$ cat src/rtl/div_seq.sv
// Sequential restoring divider: one quotient bit per clock, signed or unsigned,
// with start/busy/done handshake and divide-by-zero / overflow flags.
module div_seq #(
    parameter int WIDTH = 32
) (
    input  logic             clock,
    input  logic             clear,
    input  logic             start,
    input  logic             signed_mode,
    input  logic [WIDTH-1:0] dividend,
    input  logic [WIDTH-1:0] divisor,
    output logic             busy,
    output logic             done,
    output logic [WIDTH-1:0] quotient,
    output logic [WIDTH-1:0] remainder,
    output logic             div_by_zero,
    output logic             overflow
);

    localparam int CNT_W = $clog2(WIDTH) + 1;
    localparam logic [WIDTH-1:0] MOST_NEG = {1'b1, {(WIDTH-1){1'b0}}};

    typedef enum logic [1:0] {
        IDLE  = 2'd0,
        CALC  = 2'd1,
        FIXUP = 2'd2
    } state_t;

    state_t             state_reg, state_next;
    logic [CNT_W-1:0]   cnt_reg, cnt_next;
    logic [2*WIDTH-1:0] work_reg, work_next;
    logic [WIDTH-1:0]   absm_reg, absm_next;
    logic               sign_q_reg, sign_q_next;
    logic               sign_r_reg, sign_r_next;
    logic               busy_reg, busy_next;
    logic               done_reg, done_next;
    logic [WIDTH-1:0]   quotient_reg, quotient_next;
    logic [WIDTH-1:0]   remainder_reg, remainder_next;
    logic               dbz_reg, dbz_next;
    logic               ovf_reg, ovf_next;

    logic               neg_a, neg_m;
    logic [WIDTH-1:0]   abs_a, abs_m;
    logic [WIDTH:0]     partial;
    logic [WIDTH:0]     diff;
    logic [WIDTH-1:0]   q_raw, r_raw;

    assign neg_a = signed_mode & dividend[WIDTH-1];
    assign neg_m = signed_mode & divisor[WIDTH-1];
    assign abs_a = neg_a ? -dividend : dividend;
    assign abs_m = neg_m ? -divisor : divisor;

    // Upper half after the left shift, keeping the bit that shifts out so the
    // partial remainder (< 2|M|) never loses its MSB.
    assign partial = work_reg[2*WIDTH-1:WIDTH-1];
    assign diff    = partial - {1'b0, absm_reg};
    assign q_raw   = work_reg[WIDTH-1:0];
    assign r_raw   = work_reg[2*WIDTH-1:WIDTH];

    always_ff @(posedge clock) begin
        if (clear) begin
            state_reg     <= IDLE;
            cnt_reg       <= '0;
            work_reg      <= '0;
            absm_reg      <= '0;
            sign_q_reg    <= 1'b0;
            sign_r_reg    <= 1'b0;
            busy_reg      <= 1'b0;
            done_reg      <= 1'b0;
            quotient_reg  <= '0;
            remainder_reg <= '0;
            dbz_reg       <= 1'b0;
            ovf_reg       <= 1'b0;
        end else begin
            state_reg     <= state_next;
            cnt_reg       <= cnt_next;
            work_reg      <= work_next;
            absm_reg      <= absm_next;
            sign_q_reg    <= sign_q_next;
            sign_r_reg    <= sign_r_next;
            busy_reg      <= busy_next;
            done_reg      <= done_next;
            quotient_reg  <= quotient_next;
            remainder_reg <= remainder_next;
            dbz_reg       <= dbz_next;
            ovf_reg       <= ovf_next;
        end
    end

    always_comb begin
        state_next     = state_reg;
        cnt_next       = cnt_reg;
        work_next      = work_reg;
        absm_next      = absm_reg;
        sign_q_next    = sign_q_reg;
        sign_r_next    = sign_r_reg;
        busy_next      = busy_reg;
        done_next      = 1'b0;
        quotient_next  = quotient_reg;
        remainder_next = remainder_reg;
        dbz_next       = dbz_reg;
        ovf_next       = ovf_reg;

        case (state_reg)
            IDLE: begin
                if (start) begin
                    absm_next   = abs_m;
                    sign_q_next = neg_a ^ neg_m;
                    sign_r_next = neg_a;
                    dbz_next    = 1'b0;
                    ovf_next    = 1'b0;
                    if (divisor == '0) begin
                        quotient_next  = '1;
                        remainder_next = dividend;
                        dbz_next       = 1'b1;
                        done_next      = 1'b1;
                    end else if (signed_mode && dividend == MOST_NEG && divisor == '1) begin
                        quotient_next  = MOST_NEG;
                        remainder_next = '0;
                        ovf_next       = 1'b1;
                        done_next      = 1'b1;
                    end else begin
                        busy_next  = 1'b1;
                        cnt_next   = CNT_W'(WIDTH);
                        work_next  = {{WIDTH{1'b0}}, abs_a};
                        state_next = CALC;
                    end
                end
            end
            CALC: begin
                if (!diff[WIDTH])
                    work_next = {diff[WIDTH-1:0], work_reg[WIDTH-2:0], 1'b1};
                else
                    work_next = {work_reg[2*WIDTH-2:0], 1'b0};
                cnt_next = cnt_reg - 1'b1;
                if (cnt_reg == CNT_W'(1))
                    state_next = FIXUP;
            end
            FIXUP: begin
                quotient_next  = sign_q_reg ? -q_raw : q_raw;
                remainder_next = sign_r_reg ? -r_raw : r_raw;
                done_next      = 1'b1;
                busy_next      = 1'b0;
                state_next     = IDLE;
            end
            default: begin
                state_next = IDLE;
                busy_next  = 1'b0;
            end
        endcase
    end

    assign busy        = busy_reg;
    assign done        = done_reg;
    assign quotient    = quotient_reg;
    assign remainder   = remainder_reg;
    assign div_by_zero = dbz_reg;
    assign overflow    = ovf_reg;

endmodule

$ cat config.mk
export PLATFORM = sky130hd
export DESIGN_NAME = div_seq
export DESIGN_NICKNAME = d
export VERILOG_FILES = /design/src/rtl/div_seq.sv
export SDC_FILE = /design/constraint.sdc
export NUM_CORES = 1
export LEC_CHECK = 0
export ABC_AREA = 1
export CAP_MARGIN = 20
export CORE_MARGIN = 2
export CORE_UTILIZATION = 45
export DETAILED_ROUTE_END_ITERATION = 6
export PLACE_DENSITY_LB_ADDON = 0.25
export SLEW_MARGIN = 20
export SYNTH_ARGS = -nofsm -noshare
export SYNTH_HDL_FRONTEND = slang
export SYNTH_SLANG_ARGS = --single-unit
$ cat constraint.sdc
create_clock -name clock -period 3.7 [get_ports clock]
set_clock_uncertainty 0.15 [all_clocks]
set_input_delay 0.925 -clock clock [delete_from_list [all_inputs] [get_ports clock]]
set_output_delay 0.925 -clock clock [all_outputs]
set_load 0.1 [all_outputs]
==> results.sh <==
export IMPL_final_core_utilization=0.529
export IMPL_post_cts_buffers=0
export IMPL_max_slew_margin=0.297
export IMPL_peakVddDrop_mv=0.322
export IMPL_cp_num_buf_inv=4
export IMPL_antenna_found_initial=0
export IMPL_yosysSeqAreaShare=0.258
export IMPL_layout_drive_gt1_share=0.0896
export IMPL_total_power_mw=7.84
export IMPL_worstSetupStartpointType="input port"
export IMPL_synth_flop_cell="dfxtp_1"
export IMPL_cts_tree="done"
export IMPL_num_io_pins=136
export IMPL_ant_nets=0
export IMPL_start_util=0.456
export IMPL_finalSetupViolCount=0
export IMPL_num_rows=63
export IMPL_violations="DRC"
export IMPL_drtIter0Drc=1783
export IMPL_num_vias=15500
export IMPL_avgRoutedWirePerCell_um=16.7
export IMPL_min_period_ps=3400
export IMPL_drc=1
export IMPL_path_cells="clkdlybuf4s50_1 > inv_1 > ha_1 > nand3_1 > nor3_4 > nand2_2 > inv_2 > nand3_2 > nand2_2 > nor2_2 > inv_1 > nor2_1 > nor2_1 > nor2_1"
export IMPL_critPathTopFamily="simple AND/OR/NAND/NOR gates"
export IMPL_yosysWarnings=0
export IMPL_status="complete, but fails checks"
export IMPL_holdWs_ps=298
export IMPL_core_area_um2=29600
export IMPL_die_h_um=177
export IMPL_stdcell_count=2802
export IMPL_synth_edf_count=0
export IMPL_synth_area_per_cell_um2=5.90
export IMPL_die_width_um=177
export IMPL_wl_um=46800
export IMPL_cts_max_path_buffers=2
export IMPL_grt_overflow=0
export IMPL_cts_clk_slew_worst_paths_ps=70
export IMPL_worstSkewPairLatency_ps=440
export IMPL_layout_commonest_cell="nand2_1"
export IMPL_rsz0062_at_grt="false"
export IMPL_place_gp_congestion=1.01
export IMPL_cpMostUsedCell="nor2_1"
export IMPL_required_ps=3920
export IMPL_die_area_um2=31400
export IMPL_n_antenna_cell=0
export IMPL_layout_area_overhead_vs_synth_pct=16.1
export IMPL_cts_inserted_buffers=17
export IMPL_endpoint_kind="flip-flop"
export IMPL_synth_async_sr_flop_share=0
export IMPL_dp_cells=2771
export IMPL_crit_type="input port to flip-flop"
export IMPL_clock_sinks=174
export IMPL_hold_viol=0
export IMPL_worstHoldPathType="flip-flop to flip-flop"
export IMPL_dr_pass1_iters=7
export IMPL_worst_slew_pin_transition_ps=1050
export IMPL_synth_nets=2400
export IMPL_layout_common_cells="nand2_1, inv_1, nand3_1"
export IMPL_cts_htree_levels=4
export IMPL_netlist_instances=2292
export IMPL_largest_register_ffs=64
export IMPL_cts_resized=0
export IMPL_holdBufCountCts=0
export IMPL_drv_cap=0
export IMPL_cpMaxStageDelayCell="nor2_2"
export IMPL_synth_seq_cells=174
export IMPL_dpl_hpwl_um=36800
export IMPL_grt_start_max_net_pins=49
export IMPL_crit_arrival_ps=3620
export IMPL_grt_pass1_wl_um=73500
export IMPL_grt_use_total=0.296
export IMPL_layout_nets=2508
export IMPL_max_stage_delay_ps=790
export IMPL_fin_crit_sh=0.918
export IMPL_grt_pass1_vias=13900
export IMPL_leakage_nw=7.70
export IMPL_worstPathMaxFanout=23
export IMPL_p_per_area_nw_per_um2=499
export IMPL_io_buffers=135
export IMPL_maxSlewViolCount=0
export IMPL_synth_area_um2=13500
export IMPL_root_buffer="clkbuf_16"
export IMPL_synth_cell_types=51
export IMPL_max_freq_ghz=0.295
export IMPL_via_per_inst=5.52
[metal layers]
layer,vias to the layer above,track usage,part of all wire
li1,7580,-,-
met1,7097,0.436,0.46
met2,709,0.452,0.43
met3,82,0.0377,0.085
met4,0,0.0789,0.022
met5,-,0,0
[final timing paths]
path,from,endpoint,slack [ps],cells past startpoint
max,divisor[0],work_reg[0],300,14
min,quotient[3],quotient[3],300,2
max reg2reg,work_reg[31],work_reg[47],510,16
min reg2reg,quotient[3],quotient[3],300,2
[cells by family after synthesis]
group / after synthesis / share of synthesized area
AND/OR/NAND/NOR: 1278 / 0.412
XOR/XNOR: 56 / 0.0363
buffers and inverters: 403 / 0.119
AO/OA/AOI/OAI: 341 / 0.137
adder cells (fa/ha/maj): 40 / 0.0376
flip-flops: 174 / 0.258
[area by class of cell]
cell class / instances / area (um2)
repair buffers: 174 / 1500
clock inverters: 13 / 154
flip-flops and latches: 174 / 3480
fillers: 3125 / 13900
well taps: 390 / 488
multi-input cells: 1715 / 8440
inverters: 318 / 1190
clock buffers: 18 / 439
[through the flow]
stage                     worst slack (ps)  cell area, um2  TNS (ps)
after global routing                  52.7           15700         0
final                                  305           15700         0
after floorplan                       1080           13500         0
after CTS                              360           15700         0
after detailed placement             -34.4           15100     -45.5
after global placement                4.43           15100         0
[tightest hold or removal path, cell delays in order (launching register included)]
cell     delay (ps)
dfxtp_1         310
nand2_1          60
nand2_1          40
[cells in the mapped netlist, drive strengths merged, types with 31 or more instances]
master  count  area [um2]
a21oi     173         896
dfxtp     174        3480
nand3     272        1430
xor2       45         394
nand4      31         200
nand2     707        2700
nor3       33         181
clkbuf     48         180
nor2      201         822
ha         39         488
o21ai     114         574
buf        37         235
inv       317        1190
[power by group]
| part | switching [mW] | internal, mW |
|---|---|---|
| Sequential | 0.176 | 2.02 |
| Combinational | 2.57 | 1.20 |
| Clock | 0.849 | 1.03 |
| Total | 3.60 | 4.24 |
No activity file was read; power rests on OpenSTA's default activity.
